--- src/rtl/alu_pkg.sv ---
// alu_pkg: opcode and sequencer state encodings
// shared by the multicycle ALU and the control unit.
package alu_pkg;

  localparam logic [4:0] OP_ADD  = 5'h01;
  localparam logic [4:0] OP_SUB  = 5'h02;
  localparam logic [4:0] OP_MUL  = 5'h03;
  localparam logic [4:0] OP_DIV  = 5'h04;
  localparam logic [4:0] OP_SHR  = 5'h05;
  localparam logic [4:0] OP_SHL  = 5'h06;
  localparam logic [4:0] OP_SHRA = 5'h07;
  localparam logic [4:0] OP_ROR  = 5'h08;
  localparam logic [4:0] OP_ROL  = 5'h09;
  localparam logic [4:0] OP_AND  = 5'h0A;
  localparam logic [4:0] OP_OR   = 5'h0B;
  localparam logic [4:0] OP_NEG  = 5'h0C;
  localparam logic [4:0] OP_XOR  = 5'h0D;
  localparam logic [4:0] OP_NOR  = 5'h0E;
  localparam logic [4:0] OP_NOT  = 5'h0F;

  typedef enum logic [1:0] {
    ST_IDLE = 2'd0,
    ST_ITER = 2'd1,
    ST_FIX  = 2'd2
  } state_e;

endpackage

--- src/rtl/alu_muldiv_iter.sv ---
// alu_muldiv_iter: radix-2 signed multiply / restoring
// divide engine, one step per cycle on operand magnitudes.
module alu_muldiv_iter
  import alu_pkg::*;
#(
  parameter int WIDTH = 32
) (
  input  logic               clk,
  input  logic               clr,
  input  logic               go,
  input  logic               is_div,
  input  logic [WIDTH-1:0]   a,
  input  logic [WIDTH-1:0]   b,
  output logic [2*WIDTH-1:0] res,
  output logic               dz,
  output logic               fin,
  output logic               busy
);

  localparam int SHW = $clog2(WIDTH);
  localparam int W2  = 2 * WIDTH;

  state_e           state_q, state_d;
  logic [SHW-1:0]   cnt_q, cnt_d;
  logic [WIDTH-1:0] m_q, m_d;
  logic [W2-1:0]    acc_q, acc_d;
  logic             div_q, div_d;
  logic             dz_q, dz_d;
  logic             sa_q, sa_d;
  logic             sb_q, sb_d;

  logic [WIDTH-1:0] abs_a, abs_b;
  logic [WIDTH-1:0] q_fix, r_fix;
  logic [WIDTH:0]   msum, trial;
  logic [W2-1:0]    mstep, dstep;
  logic             b_zero;

  assign b_zero = (b == '0);

  // State register
  always_ff @(posedge clk or posedge clr) begin
    if (clr) state_q <= ST_IDLE;
    else     state_q <= state_d;
  end

  // Next state: divide by zero skips iteration
  always_comb begin
    state_d = state_q;
    unique case (state_q)
      ST_IDLE: if (go) state_d = (is_div && b_zero) ? ST_FIX : ST_ITER;
      ST_ITER: if (cnt_q == '0) state_d = ST_FIX;
      ST_FIX:  state_d = ST_IDLE;
      default: state_d = ST_IDLE;
    endcase
  end

  // One shift-add or restoring-subtract step
  always_comb begin
    abs_a = a[WIDTH-1] ? -a : a;
    abs_b = b[WIDTH-1] ? -b : b;
    msum  = {1'b0, acc_q[W2-1:WIDTH]} + {1'b0, m_q};
    mstep = acc_q[0] ? {msum, acc_q[WIDTH-1:1]}
                     : {1'b0, acc_q[W2-1:1]};
    trial = acc_q[W2-1:WIDTH-1] - {1'b0, m_q};
    dstep = trial[WIDTH]
          ? {acc_q[W2-2:0], 1'b0}
          : {trial[WIDTH-1:0], acc_q[WIDTH-2:0], 1'b1};
  end

  // Operand load on issue, step while iterating
  always_comb begin
    cnt_d = cnt_q;
    m_d   = m_q;
    acc_d = acc_q;
    div_d = div_q;
    dz_d  = dz_q;
    sa_d  = sa_q;
    sb_d  = sb_q;
    if (state_q == ST_IDLE && go) begin
      div_d = is_div;
      dz_d  = is_div && b_zero;
      sa_d  = a[WIDTH-1];
      sb_d  = b[WIDTH-1];
      cnt_d = SHW'(WIDTH - 1);
      if (is_div && b_zero) begin
        acc_d = {a, {WIDTH{1'b1}}};
      end else if (is_div) begin
        m_d   = abs_b;
        acc_d = {{WIDTH{1'b0}}, abs_a};
      end else begin
        m_d   = abs_a;
        acc_d = {{WIDTH{1'b0}}, abs_b};
      end
    end else if (state_q == ST_ITER) begin
      acc_d = div_q ? dstep : mstep;
      cnt_d = cnt_q - SHW'(1);
    end
  end

  // Datapath registers
  always_ff @(posedge clk or posedge clr) begin
    if (clr) begin
      cnt_q <= '0;
      m_q   <= '0;
      acc_q <= '0;
      div_q <= 1'b0;
      dz_q  <= 1'b0;
      sa_q  <= 1'b0;
      sb_q  <= 1'b0;
    end else begin
      cnt_q <= cnt_d;
      m_q   <= m_d;
      acc_q <= acc_d;
      div_q <= div_d;
      dz_q  <= dz_d;
      sa_q  <= sa_d;
      sb_q  <= sb_d;
    end
  end

  // Outputs: sign correction of magnitude result
  always_comb begin
    q_fix = (sa_q ^ sb_q) ? -acc_q[WIDTH-1:0] : acc_q[WIDTH-1:0];
    r_fix = sa_q ? -acc_q[W2-1:WIDTH] : acc_q[W2-1:WIDTH];
    if (dz_q)       res = acc_q;
    else if (div_q) res = {r_fix, q_fix};
    else            res = (sa_q ^ sb_q) ? -acc_q : acc_q;
    dz   = dz_q;
    fin  = (state_q == ST_FIX);
    busy = (state_q != ST_IDLE);
  end

endmodule

--- src/rtl/alu_multicycle.sv ---
// alu_multicycle: single-cycle ALU ops plus an iterative
// mul/div engine behind a start/busy/done handshake.
module alu_multicycle
  import alu_pkg::*;
#(
  parameter int WIDTH = 32
) (
  input  logic               clk,
  input  logic               clr,
  input  logic               start,
  input  logic [4:0]         opcode,
  input  logic [WIDTH-1:0]   Y,
  input  logic [WIDTH-1:0]   B,
  output logic [2*WIDTH-1:0] C,
  output logic               busy,
  output logic               done,
  output logic               cout,
  output logic               ovf,
  output logic               zero,
  output logic               dz
);

  localparam int SHW = $clog2(WIDTH);

  logic               accept, is_md, go;
  logic               is_sub, sc_valid, sc_cout, sc_ovf;
  logic [SHW-1:0]     amt, namt;
  logic [WIDTH-1:0]   bx, sc_res;
  logic [WIDTH:0]     addr;
  logic [2*WIDTH-1:0] md_res;
  logic               md_dz, md_fin;

  logic [2*WIDTH-1:0] c_q, c_d;
  logic done_q, done_d, cout_q, cout_d;
  logic ovf_q, ovf_d, zero_q, zero_d, dz_q, dz_d;

  // Issue decode: iterative ops go to the engine
  always_comb begin
    accept = start && !busy;
    is_md  = (opcode == OP_MUL) || (opcode == OP_DIV);
    go     = accept && is_md;
  end

  alu_muldiv_iter #(.WIDTH(WIDTH)) u_iter (
    .clk    (clk),
    .clr    (clr),
    .go     (go),
    .is_div (opcode == OP_DIV),
    .a      (Y),
    .b      (B),
    .res    (md_res),
    .dz     (md_dz),
    .fin    (md_fin),
    .busy   (busy)
  );

  // Single-cycle result and add/sub flags
  always_comb begin
    is_sub   = (opcode == OP_SUB);
    bx       = is_sub ? ~B : B;
    addr     = {1'b0, Y} + {1'b0, bx} + {{WIDTH{1'b0}}, is_sub};
    amt      = B[SHW-1:0];
    namt     = -amt;
    sc_res   = '0;
    sc_cout  = 1'b0;
    sc_ovf   = 1'b0;
    sc_valid = 1'b1;
    unique case (opcode)
      OP_ADD, OP_SUB: begin
        sc_res  = addr[WIDTH-1:0];
        sc_cout = addr[WIDTH];
        sc_ovf  = (Y[WIDTH-1] == bx[WIDTH-1]) &&
                  (addr[WIDTH-1] != Y[WIDTH-1]);
      end
      OP_SHR:  sc_res = Y >> amt;
      OP_SHL:  sc_res = Y << amt;
      OP_SHRA: sc_res = $signed(Y) >>> amt;
      OP_ROR:  sc_res = (Y >> amt) | (Y << namt);
      OP_ROL:  sc_res = (Y << amt) | (Y >> namt);
      OP_AND:  sc_res = Y & B;
      OP_OR:   sc_res = Y | B;
      OP_NEG:  sc_res = -Y;
      OP_XOR:  sc_res = Y ^ B;
      OP_NOR:  sc_res = ~(Y | B);
      OP_NOT:  sc_res = ~Y;
      default: sc_valid = 1'b0;
    endcase
  end

  // Result/flag capture from either path
  always_comb begin
    c_d    = c_q;
    cout_d = cout_q;
    ovf_d  = ovf_q;
    zero_d = zero_q;
    dz_d   = dz_q;
    done_d = 1'b0;
    if (accept && !is_md) begin
      c_d    = {{WIDTH{1'b0}}, sc_res};
      cout_d = sc_cout;
      ovf_d  = sc_ovf;
      zero_d = sc_valid && (sc_res == '0);
      dz_d   = 1'b0;
      done_d = 1'b1;
    end else if (md_fin) begin
      c_d    = md_res;
      cout_d = 1'b0;
      ovf_d  = 1'b0;
      zero_d = (md_res[WIDTH-1:0] == '0);
      dz_d   = md_dz;
      done_d = 1'b1;
    end
  end

  // Output registers
  always_ff @(posedge clk or posedge clr) begin
    if (clr) begin
      c_q    <= '0;
      done_q <= 1'b0;
      cout_q <= 1'b0;
      ovf_q  <= 1'b0;
      zero_q <= 1'b0;
      dz_q   <= 1'b0;
    end else begin
      c_q    <= c_d;
      done_q <= done_d;
      cout_q <= cout_d;
      ovf_q  <= ovf_d;
      zero_q <= zero_d;
      dz_q   <= dz_d;
    end
  end

  assign C    = c_q;
  assign done = done_q;
  assign cout = cout_q;
  assign ovf  = ovf_q;
  assign zero = zero_q;
  assign dz   = dz_q;

endmodule
--- config.mk ---
export PLATFORM = sky130hd
export DESIGN_NAME = alu_multicycle
export DESIGN_NICKNAME = d
export VERILOG_FILES = /design/src/rtl/alu_pkg.sv /design/src/rtl/alu_muldiv_iter.sv /design/src/rtl/alu_multicycle.sv
export SDC_FILE = /design/constraint.sdc
export NUM_CORES = 2
export LEC_CHECK = 0
export CAP_MARGIN = 10
export CORE_ASPECT_RATIO = 1.75
export CORE_MARGIN = 3
export CORE_UTILIZATION = 40
export DETAILED_ROUTE_END_ITERATION = 6
export PLACE_DENSITY = 0.65
export SLEW_MARGIN = 15
export SYNTH_ARGS = -nofsm -noshare
export SYNTH_HDL_FRONTEND = slang
export SYNTH_SLANG_ARGS = --single-unit
--- constraint.sdc ---
create_clock -name clk -period 10.1 [get_ports clk]
set_clock_uncertainty 0.05 [all_clocks]
set_input_delay 1.01 -clock clk [delete_from_list [all_inputs] [get_ports clk]]
set_output_delay 1.01 -clock clk [all_outputs]
set_load 0.005 [all_outputs]
==> flow_summary.yaml <==
finish:
  num-fill-cells: 7187
  nets: 4083
  drive_above_1_share: 0.106
  final_cell_mix: "nand2_1 (391), nor2_1 (312), o21ai_0 (278)"
  layout_commonest_cell: "nand2_1"
  syn2layout_area_growth_pct: 11.6
  stdcell_area_um2: 32000
floorplan:
  die_h_um: 360
  core_region_area_um2: 70900
  die_area_um2: 75000
  pin_count: 142
  start_util: 0.404
  fp-row-count: 129
  die_x_um: 208
global_routing:
  grt_pass1_wl_um: 297000
  grt_pass1_vias: 35591
  antenna_found_initial: 27
  grt_max_degree: 70
  gr-total-overflow: 0
  track_usage: 0.552
drt:
  ant_nets: 0
  first_pass_iters: 7
  viasPerCell: 7.67
  drt_wl_total_um: 211000
  vias: 36751
  drt_iter0_markers: 6314
  route.detailed.drc: 48
  wl_per_cell_um: 44.0
synthesis:
  synth_area_um2: 28700
  synth_edf_count: 0
  async_reset_ff_frac: 1.00
  synth_cells: 3834
  synth-seq-cells: 176
  synth_warnings: 0
  seq_area_frac_synth: 0.154
  synth_nets: 4082
  ys_types: 94
  syn_area_per_cell_um2: 7.48
  synthFlopType: "dfrtp_1"
placement:
  gp_congestion: 1.20
  place_area_um2: 31300
  hpwlAfterDp_um: 160000
  port_buffers: 141
timing:
  final-hold-violation-count: 0
  post-route-min-period_ns: 7.21
  period_share: 0.714
  grt_setup_unrepaired: "no"
  slew_headroom: 0.0758
  timing.fmax_mhz: 139
  worstMarginPinSlew_ns: 1.38
  totalNegativeSetupSlack_ns: 0
  final_max_slew_viol_count: 0
  setup_violations: 0
worst_setup_path:
  crit_top_cell: "or4_1"
  critical_path.max_fanout: 32
  crit_chain: "clkdlybuf4s50_1 > nor3_1 > nand2_2 > buf_4 > xnor2_1 > inv_1 > fa_1 > nand2b_1 > a21oi_1 > o21ai_0 > mux2i_1 > o2111a_1 > nand3_1 > or4_1 > or4_1 > nor4_1 > nand4_1 > nand2_1"
  endpoint_kind: "register"
  r2r_cells: 14
  crit_slowest_cell: "clkdlybuf4s50_1"
  critPathKind: "in2reg"
  r2r_start: "u_iter.acc_q[32]"
  startpoint: "opcode[4]"
  cp.required_ns: 10.50
  cpPeakStageDelay_ns: 0.95
  critPathArrivalTime_ns: 7.61
  worstSetupStartpointType: "input port"
power:
  fin_total_pwr_mw: 6.26
  p_per_area_nw_per_um2: 196
  vdd_drop_max_mv: 0.143
  seq_power_share: 0.214
  p_int_mw: 2.71
  p_leak_nw: 12.8
  switching_power_mw: 3.55
  comb_power_share: 0.668
  power_frac_clock: 0.118
  p_sw_frac: 0.567
clock_network:
  postCtsHoldBufs: 0
  clk_pin_slew_worst_paths_ns: 0.09
  cts_tree: "yes"
  clock-sinks: 176
  cts_resized: 0
  cts_setup_buffers: 0
  cts_buffers: 17
  clockBufferDepth: 2
  root_buffer: "clkbuf_16"
  clock_latency_ns: 0.50
  htree_levels: 4
job:
  maxCapViolCount: 0
status:
  outcome: "finished, violations left"
  violations: "DRC"
hold_path:
  hold_path_class: "reg2reg"
  whs_path_depth: 2
  min_from: "C[43]"
area by class of cell:
type	count	area [µm²]	area share
Multi-Input combinational cell	3196	22600	0.706
Sequential cell	176	4410	0.138
Timing Repair Buffer	304	2630	0.0824
Tap cell	917	1150	0.0359
Inverter	140	533	0.0167
Clock buffer	17	425	0.0133
Clock inverter	15	186	0.00583
Antenna cell	26	65.1	0.00203
cells by family after synthesis:
kind of cell	count (synthesis)	synth area share
AOI/OAI and AO/OA	1172	0.269
xor gates and xnor gates	258	0.0791
DFF	176	0.154
adders and majority gates	176	0.0776
muxes	321	0.144
and+or+nand+nor	1269	0.211
buffers and inverters	462	0.0649
layer usage:
metal / share of wire / GRT usage / wire, µm / up-vias
met4: 0.17 / 0.670 / 35100 / 4
met5: 0.00022 / 0.0109 / 46 / -
met1: 0.29 / 0.519 / 61500 / 17481
li1: - / - / - / 14335
met3: 0.10 / 0.211 / 21500 / 1660
met2: 0.44 / 0.840 / 92600 / 3271
final timing paths:
path	slack, ns	to
worst max-delay path	2.89	zero
worst min-delay path	0.43	C[43]
worst max register to register	4.73	u_iter.acc_q[47]
worst min register to register	0.43	C[43]
max in group asynchronous	7.76	u_iter.acc_q[40]
min in group asynchronous	0.88	C[27]
registers in the layout (all words and copies together), names as in the netlist:
name and flops:
C 64, u_iter.acc_q 64, u_iter.m_q 32, u_iter.cnt_q 5, u_iter.state_q 2, cout 1, done 1, dz 1
ovf 1, u_iter.div_q 1, u_iter.dz 1, u_iter.sa_q 1, u_iter.sb_q 1, zero 1
synthesized netlist by cell type (all sizes together), types with 14 or more instances:
| cell type | instances | area (µm²) |
|---|---|---|
| nand4 | 45 | 282 |
| nand2b | 43 | 269 |
| nor2 | 322 | 1210 |
| a211oi | 76 | 576 |
| nor2b | 28 | 175 |
| xor2 | 74 | 656 |
| nand3 | 123 | 616 |
| and2 | 14 | 90.1 |
| a21oi | 257 | 1290 |
| xnor2 | 184 | 1610 |
| a22oi | 62 | 465 |
| o21ai | 291 | 1460 |
| a221o | 26 | 260 |
| or2 | 17 | 106 |
| or3 | 30 | 188 |
| buf | 87 | 453 |
| mux2i | 192 | 1920 |
| o2111ai | 24 | 210 |
| and3 | 23 | 149 |
| ha | 173 | 2160 |
| clkbuf | 235 | 882 |
| a221oi | 27 | 236 |
| o211ai | 73 | 548 |
| o31ai | 25 | 193 |
| a31oi | 39 | 244 |
| nor4 | 38 | 250 |
| a21o | 31 | 233 |
| o21a | 19 | 143 |
| a2111oi | 28 | 245 |
| nor3 | 113 | 566 |
| dfrtp | 176 | 4400 |
| nand2 | 394 | 1480 |
| mux4 | 68 | 1530 |
| mux2 | 61 | 687 |
| inv | 137 | 514 |
| o22ai | 40 | 250 |
| o221ai | 26 | 228 |
| nor3b | 18 | 140 |
through the flow:
stage	hold slack, ns	util	setup slack [ns]	std cells
4_1_cts	0.438	0.450	3.21	4764
2_1_floorplan	0.423	-	4.27	3834
3_5_place_dp	0.421	0.441	2.72	4732
3_3_place_gp	0.414	0.441	2.77	4731
6_report	0.433	0.451	2.89	4791
5_1_grt	0.467	0.451	2.83	4771
critical path: cells and delay by family:
kind	cells	cell delay, ns
simple gates	9	2.84
xor+xnor	1	0.22
fa+ha+maj	1	0.43
compound gates	3	1.12
buf+inv	3	1.57
mux	1	0.38
power by group through the flow:
stage	clock network [mW]	logic, mW	registers, mW
floorplan	0	2.67	1.06
global placement	0	3.92	1.31
detailed placement	0	3.93	1.31
CTS	0.733	3.95	1.30
global route	0.760	4.41	1.34
finish	0.738	4.18	1.34
No activity file was read; power rests on OpenSTA's default activity.
